==> src/rtl/prog_loader.sv <==
// ============================================================================
// prog_loader
//
// Serial program loader. Receives framed bytes and writes them into program
// memory while holding the CPU in reset.
//
// Frame: SYNC_BYTE, ADDR_HI, ADDR_LO, LEN (0 = 256), LEN data bytes,
//        then a CHK byte when LOADER_CHECKSUM_EN is defined.
//
// Build option:
//   LOADER_CHECKSUM_EN - when defined, an 8-bit running sum of the data bytes
//                        is kept and a trailing CHK byte must make
//                        (sum + CHK) mod 256 == 0. A bad CHK ends the frame in
//                        ERR and sets the sticky error flag. When undefined,
//                        there is no CHK byte and error is tied to 0.
//
// Ports:
//   clk        in   rising-edge clock
//   reset      in   synchronous, active-high reset
//   in_valid   in   in_data holds a byte
//   in_data    in   [7:0] loader byte stream
//   in_ready   out  loader can accept a byte (transfer = in_valid & in_ready)
//   mem_addr   out  [ADDR_W-1:0] program memory write address
//   mem_data   out  [7:0] write data (instruction [7:4], operand [3:0])
//   mem_we     out  one-cycle write strobe
//   cpu_hold   out  CPU held in reset while a frame is in progress
//   done       out  one-cycle pulse on successful frame completion
//   error      out  sticky failed-frame flag
//   dbg_state  out  [3:0] current FSM state encoding
//
// Handshake: a byte is consumed on every rising edge where in_valid and
// in_ready are both high; in_ready depends only on the current state, never
// on in_valid, and in_valid low leaves all state untouched.
// ============================================================================
module prog_loader #(
    parameter logic [7:0] SYNC_BYTE = 8'hA5,
    parameter int         ADDR_W    = 12
) (
    input  logic              clk,
    input  logic              reset,
    input  logic              in_valid,
    input  logic [7:0]        in_data,
    output logic              in_ready,
    output logic [ADDR_W-1:0] mem_addr,
    output logic [7:0]        mem_data,
    output logic              mem_we,
    output logic              cpu_hold,
    output logic              done,
    output logic              error,
    output logic [3:0]        dbg_state
);

    typedef enum logic [3:0] {
        S_IDLE    = 4'd0,
        S_ADDR_HI = 4'd1,
        S_ADDR_LO = 4'd2,
        S_LEN     = 4'd3,
        S_DATA    = 4'd4,
        S_WRITE   = 4'd5,
        S_CHK     = 4'd6,
        S_DONE    = 4'd7,
        S_ERR     = 4'd8
    } state_t;

    state_t            state_q, state_d;
    logic [ADDR_W-1:0] addr_q;
    logic [7:0]        data_q;
    // Nine bits so that LEN=0 can be held as 256.
    logic [8:0]        count_q;
    logic              accept;

    assign accept = in_valid && in_ready;

`ifdef LOADER_CHECKSUM_EN
    logic [7:0] sum_q;
    logic       err_q;
    logic [7:0] chk_total;

    assign chk_total = sum_q + in_data;
`endif

    // ------------------------------------------------------------------
    // State register
    // ------------------------------------------------------------------
    always_ff @(posedge clk) begin
        if (reset) begin
            state_q <= S_IDLE;
        end else begin
            state_q <= state_d;
        end
    end

    // ------------------------------------------------------------------
    // Next-state logic
    // ------------------------------------------------------------------
    always_comb begin
        state_d = state_q;
        case (state_q)
            S_IDLE:    if (accept && in_data == SYNC_BYTE) state_d = S_ADDR_HI;
            S_ADDR_HI: if (accept) state_d = S_ADDR_LO;
            S_ADDR_LO: if (accept) state_d = S_LEN;
            S_LEN:     if (accept) state_d = S_DATA;
            S_DATA:    if (accept) state_d = S_WRITE;
            S_WRITE: begin
                // count_q still holds the pre-decrement value here.
                if (count_q != 9'd1) begin
                    state_d = S_DATA;
                end else begin
`ifdef LOADER_CHECKSUM_EN
                    state_d = S_CHK;
`else
                    state_d = S_DONE;
`endif
                end
            end
            S_CHK: begin
`ifdef LOADER_CHECKSUM_EN
                if (accept) begin
                    state_d = (chk_total == 8'h00) ? S_DONE : S_ERR;
                end
`else
                state_d = S_IDLE;
`endif
            end
            S_DONE:  state_d = S_IDLE;
            S_ERR:   state_d = S_IDLE;
            default: state_d = S_IDLE;
        endcase
    end

    // ------------------------------------------------------------------
    // Output logic (Moore)
    // ------------------------------------------------------------------
    always_comb begin
        in_ready = 1'b0;
        mem_we   = 1'b0;
        done     = 1'b0;
        cpu_hold = 1'b1;
        case (state_q)
            S_IDLE: begin
                in_ready = 1'b1;
                cpu_hold = 1'b0;
            end
            S_ADDR_HI, S_ADDR_LO, S_LEN, S_DATA, S_CHK: in_ready = 1'b1;
            S_WRITE: mem_we = 1'b1;
            S_DONE:  done   = 1'b1;
            S_ERR:   ;
            default: cpu_hold = 1'b0;
        endcase
    end

    // ------------------------------------------------------------------
    // Datapath: address, write data, remaining count
    // ------------------------------------------------------------------
    always_ff @(posedge clk) begin
        if (reset) begin
            addr_q  <= '0;
            data_q  <= '0;
            count_q <= '0;
        end else begin
            case (state_q)
                // Only ADDR_HI bits [ADDR_W-9:0] survive the truncation.
                S_ADDR_HI: if (accept) addr_q <= ADDR_W'({in_data, 8'h00});
                S_ADDR_LO: if (accept) addr_q[7:0] <= in_data;
                S_LEN:     if (accept) count_q <= (in_data == 8'h00) ? 9'd256 : {1'b0, in_data};
                S_DATA:    if (accept) data_q <= in_data;
                S_WRITE: begin
                    addr_q  <= addr_q + ADDR_W'(1);
                    count_q <= count_q - 9'd1;
                end
                default: ;
            endcase
        end
    end

`ifdef LOADER_CHECKSUM_EN
    // Running sum restarts on every SYNC; error is cleared by the same SYNC
    // and set on the cycle that a bad CHK is accepted.
    always_ff @(posedge clk) begin
        if (reset) begin
            sum_q <= '0;
            err_q <= 1'b0;
        end else begin
            if (state_q == S_IDLE && accept && in_data == SYNC_BYTE) begin
                sum_q <= '0;
                err_q <= 1'b0;
            end else if (state_q == S_DATA && accept) begin
                sum_q <= sum_q + in_data;
            end else if (state_q == S_CHK && accept && chk_total != 8'h00) begin
                err_q <= 1'b1;
            end
        end
    end

    assign error = err_q;
`else
    assign error = 1'b0;
`endif

    assign mem_addr  = addr_q;
    assign mem_data  = data_q;
    assign dbg_state = state_q;

endmodule

==> config.mk <==
export PLATFORM = sky130hd
export DESIGN_NAME = prog_loader
export DESIGN_NICKNAME = d
export VERILOG_FILES = /design/src/rtl/prog_loader.sv
export SDC_FILE = /design/constraint.sdc
export NUM_CORES = 1
export LEC_CHECK = 0
export CAP_MARGIN = 5
export CORE_ASPECT_RATIO = 1.25
export CORE_MARGIN = 2
export CORE_UTILIZATION = 57
export CTS_BUF_LIST = sky130_fd_sc_hd__clkbuf_4 sky130_fd_sc_hd__clkbuf_8
export CTS_CLUSTER_DIAMETER = 30
export DETAILED_ROUTE_END_ITERATION = 6
export MAX_ROUTING_LAYER = met4
export PLACE_DENSITY = 0.85
export SYNTH_ARGS = -nofsm -noshare
export SYNTH_HDL_FRONTEND = slang
export SYNTH_SLANG_ARGS = --single-unit
==> constraint.sdc <==
create_clock -name clk -period 2.6 [get_ports clk]
set_input_delay 0.39 -clock clk [delete_from_list [all_inputs] [get_ports clk]]
set_output_delay 0.39 -clock clk [all_outputs]
set_load 0.1 [all_outputs]
==> summary by stage, run 1 <==
Drt
Summing over every cut layer, the via total after detailed routing is 1870. The average routed wire per standard cell is 16.5 um. The final wirelength is 4.81 mm.

In this run the remaining antenna-violating nets after routing total 0. For this block, the initial DRC count from the detailed router was 136. The first detailed-routing pass ran for 4 iterations. The number of vias per cell after detailed routing is 6.40. The number of remaining DRC errors is 0.

Worst hold path
The worst hold path begins at count_q[8]. The worst-case hold path end point is count_q[8]. In this run the worst hold path is classified as reg2reg. The hold path depth is 2.

Finish
The fraction of layout cells with a size suffix above 1 is 0.200. After the last flow step, the layout net total stands at 269. The flip-flop and latch area is 641 sq um. The post-route core utilization is 0.720.

Summing all multi-input logic gate instances after layout gives 1130 sq um. The number of antenna diodes in the final layout is 0. In the layout the commonest cells are sky130_fd_sc_hd__dfxtp_1, sky130_fd_sc_hd__buf_4, sky130_fd_sc_hd__a21oi_1. The leading cell type in the layout, fill and taps excluded is sky130_fd_sc_hd__dfxtp_1. The layout overhead on the synthesized area is 20.9%. The fill cell total of the finished layout is 271.

Synth
The mapped netlist covers 1900 sq um. The number of flip-flops and latches in the synthesized netlist is 32. In the synthesized netlist, the number of instances is 222. The combinational family with the most area after synthesis is simple AND/OR/NAND/NOR gates. The fraction of the mapped netlist area in simple logic gates is 0.296. The share of synthesized cell area in full adder, half adder and majority cells is 0.0197. Of the total synthesized cell area, the portion taken by XOR and XNOR cells is 0.00461. The compound-cell area share of the yosys netlist is 0.220. The multiplexer share of the synthesized area is 0.0527. For this run, the register share of the synthesized area comes to 0.337. Counting distinct cell types in the post-synthesis netlist gives 54.

Dividing the synthesized area by the synthesized cell count gives 8.56 sq um. The synthesized design contains 0 enable-type register cells. The most used flip-flop cell after synthesis is sky130_fd_sc_hd__dfxtp_1. The proportion of synthesized flip-flops having asynchronous set or reset is 0. During synthesis, Yosys emitted a total of 0 warnings.

Power and ir drop
For this design the static power due to leakage is 0.862 nW. After layout, the design draws a total of 0.000963 W. Dividing total power by cell area gives a power density of 419 nW/um^2. IR analysis of the VDD net gives a maximum drop of 0.410 mV.

STA
For this run, the top clock speed supported by timing is 465 MHz. The worst-case hold slack is 486 ps. Setup repair after global routing left no endpoint under its margin. The final hold violation count is 0. The final critical path time including I/O delays and setup is 2150 ps. The final max-slew violation count is 0.

The worst max-slew margin expressed relative to the limit is 0.525. The setup skew after layout is 6.11 ps. For the pin with the worst max-slew slack, the measured transition is 712 ps.

Setup total negative slack on the finished layout was measured at 0 ps. Setup violations remaining at the end of the flow were counted as 0. The part of the cycle the worst path needs is 0.828.

Die
The area of the core is 3190 sq um. The total die area is 3820 sq um. The total number of placement rows is 23. The I/O pin total is 40. The vertical die dimension is 68.6 um. The die is 55.6 um wide. The initial core utilization is 0.595.

Run status
The flow ran to the end, and the final reports show no timing, DRC or antenna violations.

Clocking
The root buffer cell chosen for the clock tree is sky130_fd_sc_hd__clkbuf_8. Clock tree synthesis inserted a total of 5 buffers. The clock tree synthesis step divided the H-tree into 2 levels. Counting every sink on the clock net gives 32.

TritonCTS built the clock tree. The hold-fix buffer count after cts is 0. Gates resized during post-CTS repair numbered 0. The longest clock path from root to sink contains 2 buffers.

The clock latency on the worst-skew pair is 280 ps. After clock tree synthesis, the clock-pin slew on the worst setup and hold paths is 60 ps. The post-CTS setup buffer count is 0.

Global route
Across every metal layer, demand over resource in global routing totals 0.267. The first global-routing pass estimated 7.69 mm of wire. The maximum number of pins on one net before global-route repair is 22. In the global route stage, met3 resource usage came out at 0.0448. The number of antenna violations at the first check in global routing was 0.

The via count of the first global-routing pass is 1632. The layer carrying the most global-route usage is met2. The global-route congestion overflow total is 0.

For this run, global-route usage on met2 was measured as 0.443. The routing usage on met1 is 0.324.

Place
Detailed placement ended at an HPWL of 3.31 mm. The number of port buffers is 37. At the end of routability-driven placement, the weighted congestion stood at 0.868.

Run
Across the run, the number of max-cap violations was 0.

Critical path
STA puts the critical path data arrival time at 1760 ps. The data required time of the critical path is 2210 ps. The largest fanout of any net on the critical path is 18. The worst reg2reg path depth is 4. The element type at the critical path start is a flip-flop. In this run the critical register-to-register path is captured at mem_addr[4]. The register-to-register path setup slack is 610 ps. The path type of the worst setup path is reg2out. In this run the critical register-to-register path is launched from dbg_state[2]. The capturing element type of the critical path is a primary output.
-- worst max-delay path by stage --
stage	start	to	slack, ps	cells after the start
6_report	dbg_state[1]	mem_we	450	3
3_3_place_gp	in_valid	mem_addr[5]	510	5
5_1_grt	dbg_state[1]	mem_we	330	3
2_1_floorplan	dbg_state[2]	cpu_hold	30	3
4_1_cts	dbg_state[1]	mem_we	460	3
3_5_place_dp	in_valid	mem_addr[4]	450	5
-- synthesized netlist by cell type, types with 2 or more instances --
cell                        number  area, sq um
sky130_fd_sc_hd__nand4b_1        4         35.0
sky130_fd_sc_hd__o21ai_0         8         40.0
sky130_fd_sc_hd__a211oi_1        2         15.0
sky130_fd_sc_hd__or3_1           2         12.5
sky130_fd_sc_hd__buf_6           2         22.5
sky130_fd_sc_hd__buf_2           4         20.0
sky130_fd_sc_hd__nor2b_1         6         37.5
sky130_fd_sc_hd__nor2_1         17         63.8
sky130_fd_sc_hd__a2bb2oi_1       5         43.8
sky130_fd_sc_hd__buf_4           4         30.0
sky130_fd_sc_hd__o31a_1          3         26.3
sky130_fd_sc_hd__nor3_1          5         25.0
sky130_fd_sc_hd__o211ai_1        2         15.0
sky130_fd_sc_hd__a32oi_1         2         17.5
sky130_fd_sc_hd__o21a_1          2         15.0
sky130_fd_sc_hd__dfxtp_1        32          641
sky130_fd_sc_hd__nand3_1        11         55.1
sky130_fd_sc_hd__o32ai_1         3         26.3
sky130_fd_sc_hd__o311ai_0        2         17.5
sky130_fd_sc_hd__ha_1            3         37.5
sky130_fd_sc_hd__a21oi_1        18         90.1
sky130_fd_sc_hd__a31oi_1         4         25.0
sky130_fd_sc_hd__and4_1          2         17.5
sky130_fd_sc_hd__a22oi_1         2         15.0
sky130_fd_sc_hd__inv_1           8         30.0
sky130_fd_sc_hd__or2_1           3         18.8
sky130_fd_sc_hd__clkbuf_1        6         22.5
sky130_fd_sc_hd__nand4_1         7         43.8
sky130_fd_sc_hd__nor4_1          6         37.5
sky130_fd_sc_hd__nand2_1         8         30.0
sky130_fd_sc_hd__mux2i_1        10          100
sky130_fd_sc_hd__nand2b_1        4         25.0
sky130_fd_sc_hd__and3_1          3         18.8
sky130_fd_sc_hd__or4_1           2         15.0
-- area by class of cell --
type | instances | area share
clock buffer | 7 | 0.0419
multi-input combinational | 166 | 0.494
sequential | 32 | 0.279
timing repair buffer | 41 | 0.150
tap | 37 | 0.0201
inverter | 9 | 0.0152
-- power by group --
part	switching, W	internal, W
clock network	0.000176	0.000236
registers	0.000000410	0.000490
logic	0.0000412	0.0000196
total	0.000218	0.000745
-- state kept, by name (all words and copies together), names as in the netlist --
name       flops
count_q        9
dbg_state      3
mem_addr      12
mem_data       8
-- stage by stage --
stage / std cells / cell area [sq um] / setup WS (ps)
after floorplan: 223 / 1910 / 26.1
after global placement: 285 / 2200 / 506
after detailed placement: 285 / 2200 / 450
after CTS: 292 / 2300 / 458
after global routing: 292 / 2300 / 329
final: 292 / 2300 / 448
-- logic make-up after synthesis --
family,count (synthesis)
mux,10
other cells,1
buf+inv,25
simple gates,90
xor+xnor,1
flops,32
fa+ha+maj,3
compound gates,60
-- per-layer routing --
metal  vias to the layer above  routed length, um
met4                         0                 87
met3                         8                260
met5                         -                  0
li1                        903                  -
met2                        65               2430
met1                       894               2030
-- worst max-delay path: stages, from the launching register on --
cell	delay, ps
sky130_fd_sc_hd__dfxtp_1	680
sky130_fd_sc_hd__nand3b_4	250
sky130_fd_sc_hd__clkinv_2	270
sky130_fd_sc_hd__buf_12	270
Note: power is estimated with default switching activity, not from simulation.
==> inputs of run 2 (changes only) <==
- CORE_UTILIZATION: 57 -> 48
- PLACE_DENSITY: 0.85 -> 0.76
- clock period: 2.6 -> 1.8 ns (I/O delays scaled with it)
==> run 2 against run 1 <==
  * Worst setup slack got worse by 350 ps
  * Sequential power is 42% higher
  * Clock skew down 1.1 ps
  * Global-route usage grew 0.15 points
  * Routed wire length increased by 14%
  * Final area increased by 21%
  * First-iteration DRC count decreased by 26%
  * Power rose by 58%
  * Flip-flop and latch count unchanged
  * Via count increased by 4.7%
==> summary by stage, run 2 (synthesis results as in run 1) <==
Critical path
In this run the worst path has a maximum fanout of 4. The capturing element type of the critical path is a primary output. The path type of the worst setup path is reg2out. The register-to-register path setup slack is 190 ps. The element type at the critical path start is a flip-flop. The data required time of the critical path is 1530 ps. The worst path arrival time is 1430 ps.

Drt
The first detailed-routing pass took 4 iterations. The number of vias per cell after detailed routing is 5.92. In the final routed layout, each cell accounts on average for 16.5 um. For this block, the routed nets add up to 5.47 mm of wire. The remaining antenna violation count is 0. The count of routing violations after the opening detailed-route iteration is 100. Summing over every cut layer, the via total after detailed routing is 1958. For this run, design rule violations remaining after detail routing come to 0.

Finish
The library cells used most frequently in the layout, excluding fill and tap cells, are sky130_fd_sc_hd__buf_4, sky130_fd_sc_hd__buf_12, sky130_fd_sc_hd__dfxtp_1. For this run, the post-layout net count is 290. The layout overhead on the synthesized area is 46.1%. The flip-flop count of the largest register after layout is 12.

The leading cell type in the layout, fill and taps excluded is sky130_fd_sc_hd__buf_4. The fraction of layout cells with a size suffix above 1 is 0.318. 0 antenna diodes ended up in the layout. The number of standard cells in the layout, taps in and fillers out is 331.

Clocking
After clock tree synthesis, the clock-pin slew on the worst setup and hold paths is 70 ps. The level count of the clock H-tree is 2. The CTS tree is built. Clock tree synthesis selected as its root buffer the cell sky130_fd_sc_hd__clkbuf_8. Clock tree synthesis found a total of 32 sinks. At the later pin of the worst-skew pair, clock insertion delay measures 290 ps. Buffers inserted during clock tree synthesis total 5. The clock passes through at most 2 buffers. The hold-fix buffer count after cts is 0.

Global route
Entering global routing, the biggest net connects 38 pins. For this run, the total global-route usage over all layers was measured as 0.268. The via count of the first global-routing pass came to 1810. After global routing the overflow that remains totals 0. The global-route wire length before repair is 8.67 mm.

The number of antenna violations at the first check in global routing is 0.

Place
The post-placement cell count is 317. During placement, the flow inserted port buffers numbering 37. Once detailed placement completed, the half-perimeter wirelength came to 3.64 mm. The congestion estimate from routability-driven global placement came to 0.891.

Die
The die is 60.3 um wide. The total die area is 4480 sq um. In this run the core area contains 25 standard-cell rows. The initial utilization of the core area, before any placement, comes to 0.502. For this design the top-level I/O count stands at 40. The area of the core is 3780 sq um.

The floorplan step set the die height to 74.4 um.

STA
The part of the cycle the worst path needs is 0.946. The worst max-slew margin expressed relative to the limit is 0.640. The final hold violation count is 0. The transition time at the pin with the least slew margin is 535 ps. Timing would allow up to 588 MHz.

The post-route setup TNS is 0 ps. Setup repair after global routing left no endpoint under its margin. Setup violations remaining at the end of the flow were counted as 0.

Counting I/O delays and the setup requirement, the final critical path takes 1700 ps. The setup skew after layout is 5.00 ps. The final max-slew violation count is 0. The worst-case hold slack is 506 ps.

Run status
The run finished with clean final reports.

Power and ir drop
The power density over the cells is 546 nW/um^2. For this design the static power due to leakage is 1.04 nW. VDD sags by at most 0.460 mV. The total power is 0.00152 W.

Worst hold path
The path type of the worst min-delay path is reg2reg.

Run
The number of maximum-capacitance violations is 0.
run 2: changes by cell type in the layout (fill, tap and decap cells not counted), sizes merged:
cell,before,now
bufinv,0,1
buf,31,51
clkinv,1,2
run 2: metal layers:
layer / global-route usage / up-vias / routed length, um
li1: - / 948 / -
met1: 0.327 / 913 / 2250
met2: 0.413 / 87 / 2730
met3: 0.0574 / 10 / 389
met4: 0.136 / 0 / 103
met5: - / - / 0
run 2: critical path: stages (launching register included):
cell                      delay (ps)
sky130_fd_sc_hd__dfxtp_4         350
sky130_fd_sc_hd__buf_4           130
sky130_fd_sc_hd__or3_2           470
sky130_fd_sc_hd__buf_12          180
run 2: area by class of cell:
| cell class | count | area [sq um] |
|---|---|---|
| Timing Repair Buffer | 62 | 753 |
| Fill cell | 292 | 1010 |
| Inverter | 9 | 35.0 |
| Sequential cell | 32 | 672 |
| Tap cell | 54 | 67.6 |
| Clock buffer | 6 | 76.3 |
| Clock inverter | 2 | 35.0 |
| Multi-Input combinational cell | 166 | 1140 |
run 2: path summary, 6_finish.rpt:
check,cells past startpoint,endpoint,start
worst max-delay path,3,cpu_hold,dbg_state[1]
worst min-delay path,2,mem_data[4],mem_data[4]
worst max register to register,5,mem_addr[10],mem_addr[0]
worst min register to register,2,mem_data[4],mem_data[4]
run 2: what timing repair did:
| action | 4_1_cts | 5_1_grt |
|---|---|---|
| setup endpoints to repair | 1 | 1 |
| setup buffers | 0 | 6 |
| hold endpoints to repair | 0 | 0 |
| gates resized for setup | 1 | 0 |
run 2: stage by stage:
stage	setup slack, ps	utilization	cell area, sq um
floorplan	3.17	-	1940
global placement	54.9	0.692	2620
detailed placement	-8.98	0.692	2620
CTS	33.9	0.722	2730
global route	59.3	0.734	2780
finish	98.0	0.734	2780
run 2: where the power goes:
group	leakage [nW]	switching [W]	internal [W]
clock	0.0586	0.000284	0.000426
combinational	0.717	0.0000663	0.0000419
sequential	0.266	0.000000472	0.000699
total	1.04	0.000351	0.00117
==> inputs of run 3 (changes only) <==
- CORE_UTILIZATION: 48 -> 40
- PLACE_DENSITY: 0.76 -> 0.65
==> run 3 against run 2 <==
  * Via count shrank 2.7%
  * Non-clock buffer count is 2 lower
  * Die area up 19%
  * Flip-flop and latch count unchanged
  * Combinational power barely moved
  * Sequential share of layout area up 0.65 points
  * First-iteration DRC count shrank 4.0%
  * Clock skew is 3.6 ps higher
  * Count of clock-buffer cells in the layout increased by 1
  * Cell count rose by 1.2%
  * Critical path depth grew 1
  * Critical endpoint is now mem_we
  * Highest routed layer unchanged
==> summary by stage, run 3 (synthesis results as in run 1) <==
Global route
Entering global routing, the biggest net connects 22 pins. The number of antenna violations at the first check in global routing is 0. Summed over all layers, the global routing overflow is 0. The first global-routing pass estimated 8.39 mm of wire. For this run, the total global-route usage over all layers was measured as 0.211. The via count of the first global-routing pass came to 1734.

Die
For this design the top-level I/O count stands at 40. The vertical die dimension is 81.1 um. The total area inside the core boundary comes to 4660 sq um.

The floorplan die width is 65.7 um. The initial utilization of the core area, before any placement, comes to 0.408. The total number of placement rows is 28. The total die area is 5320 sq um.

Critical path
Of all nets on the critical path, the largest fanout is 15. The worst reg2reg path depth is 5. The worst setup path is captured at a primary output. The worst path arrival time is 1450 ps.

The startpoint of the lowest-slack register-to-register path is mem_addr[0]. The most critical setup path has its endpoint at mem_we. The path type of the worst setup path is reg2out. The highest-delay cell along the critical path is sky130_fd_sc_hd__dfxtp_4. The largest single stage delay on the critical path is 460 ps. The capture point of the worst reg-to-reg path is mem_addr[10]. The register-to-register path setup slack is 140 ps. The data required time of the critical path is 1530 ps. The most critical setup path has its startpoint at dbg_state[1].

STA classifies the critical path startpoint as a flip-flop. The signal on the critical path passes through nand3b_4, clkinv_2, buf_4, buf_12.

Drt
The first detailed-routing pass took 4 iterations. Using the TritonRoute via totals, the vias-per-cell ratio works out to 5.69. The number of remaining DRC errors is 0. In this run the remaining antenna-violating nets after routing total 0. In the final routed layout, each cell accounts on average for 14.9 um. The count of routing violations after the opening detailed-route iteration is 96.

The final wirelength is 4.99 mm. For this block, the via count after detailed routing is 1906.

Place
Routability-driven placement finished with a final weighted congestion of 0.877. Once detailed placement completed, the half-perimeter wirelength came to 3.71 mm. The number of port buffers is 37.

Before CTS, the worst setup slack after placement is -30.8 ps.

STA
The worst max-slew margin expressed relative to the limit is 0.658. Setup repair after global routing left no endpoint under its margin. The final critical path time including I/O delays and setup is 1720 ps. The final hold violation count is 0.

The part of the cycle the worst path needs is 0.958. For the pin with the worst max-slew slack, the measured transition is 509 ps. The worst-case hold slack is 487 ps. For this run, the top clock speed supported by timing is 580 MHz. The final max-slew violation count is 0. The final number of setup-violating endpoints is 0. The setup skew after layout is 8.61 ps. The smallest setup slack after layout is 75.6 ps.

Power and ir drop
The internal power is 0.00105 W. IR analysis of the VDD net gives a maximum drop of 0.646 mV. The analysis attributes to cell leakage a power of 1.01 nW. The share of total power dissipated in sequential elements is 0.511. Of the total power, the clock network draws 0.412.

For this design the total switching power over the nets is 0.000328 W. The power density over the cells is 509 nW/um^2. The switching power as a share of total power is 0.239. The part of the total power dissipated in combinational logic is 0.077.

Clocking
After clock tree synthesis, the flow added hold-fix buffers numbering 0. The post-CTS resize count is 0. The level count of the clock H-tree is 2.

Counting the buffers created by CTS gives 5. The number of buffers between clock root and the deepest sink is 2. For this design, the sink count on the clock tree is 32. The buffer type at the clock tree root is sky130_fd_sc_hd__clkbuf_8. The CTS tree is built.

At the later pin of the worst-skew pair, clock insertion delay measures 290 ps. Clock-pin slew was measured on the worst setup and hold paths at 70 ps. Once the clock tree was built, the setup fixing pass inserted 0 buffers.

Finish
The fraction of layout cells with a size suffix above 1 is 0.313. The fill cell total of the finished layout is 425. The layout overhead on the synthesized area is 41.8%.

The leading cell type in the layout, fill and taps excluded is sky130_fd_sc_hd__buf_4. The top cell types in the final layout, fill and taps aside, are sky130_fd_sc_hd__buf_4, sky130_fd_sc_hd__dfxtp_1, sky130_fd_sc_hd__a21oi_1. The register with the most flip-flops in the layout has 12 of them.

The net count of the finished layout is 288. The number of diodes added for antenna fixing is 0.

Run
Across the run, the number of max-cap violations was 0.

Worst hold path
The tightest min-delay check is of the reg2reg type.

Run status
The run finished with clean final reports.
[run 3: changes by cell type in the layout (fill, tap and decap cells not counted), sizes merged]
cell and delta:
bufinv -1, buf -1
[run 3: worst min path at each step]
stage           startpoint     endpoint  slack (ps)  cells after the start
2_1_floorplan   in_data[4]  mem_addr[4]         420                      2
6_report        count_q[8]   count_q[8]         490                      2
3_5_place_dp    count_q[8]   count_q[8]         480                      2
3_3_place_gp   mem_data[1]  mem_data[1]         480                      2
4_1_cts         count_q[8]   count_q[8]         490                      2
5_1_grt         count_q[8]   count_q[8]         520                      2
[run 3: per-layer routing]
metal / track usage / share of wire / up-vias
met5: - / 0 / -
met4: 0.102 / 0.026 / 0
met3: 0.0346 / 0.036 / 9
met2: 0.339 / 0.50 / 43
met1: 0.257 / 0.43 / 909
li1: - / - / 945
[run 3: power by group through the flow]
| stage | Clock (W) | Combinational [W] | Sequential, W |
|---|---|---|---|
| finish | 0.000566 | 0.000106 | 0.000701 |
| global route | 0.000609 | 0.000113 | 0.000701 |
| CTS | 0.000583 | 0.000106 | 0.000701 |
| detailed placement | 0 | 0.000106 | 0.000717 |
| global placement | 0 | 0.000106 | 0.000717 |
| floorplan | 0 | 0.0000427 | 0.000718 |
[run 3: layout make-up]
class | instances | area (sq um) | share of cell area
Timing Repair Buffer | 60 | 688 | 0.255
Multi-Input combinational cell | 166 | 1140 | 0.422
Inverter | 9 | 35.0 | 0.0130
Tap cell | 60 | 75.1 | 0.0279
Clock inverter | 1 | 5.00 | 0.00186
Sequential cell | 32 | 669 | 0.248
Clock buffer | 7 | 83.8 | 0.0311
[run 3: per-stage QoR]
| step | TNS [ps] | instances | util | area [sq um] | total power [W] |
|---|---|---|---|---|---|
| 6_report | 0 | 335 | 0.578 | 2700 | 0.00137 |
| 3_3_place_gp | -48.0 | 327 | 0.559 | 2610 | 0.000823 |
| 4_1_cts | 0 | 335 | 0.578 | 2700 | 0.00139 |
| 5_1_grt | 0 | 335 | 0.578 | 2700 | 0.00142 |
| 3_5_place_dp | -81.5 | 327 | 0.559 | 2610 | 0.000823 |
| 2_1_floorplan | 0 | 223 | - | 1940 | 0.000761 |
[run 3: critical path, delay by kind of cell, from the launching register on]
kind	cells	cell delay (ps)
flops	1	460
simple gates	1	180
buf+inv	3	530
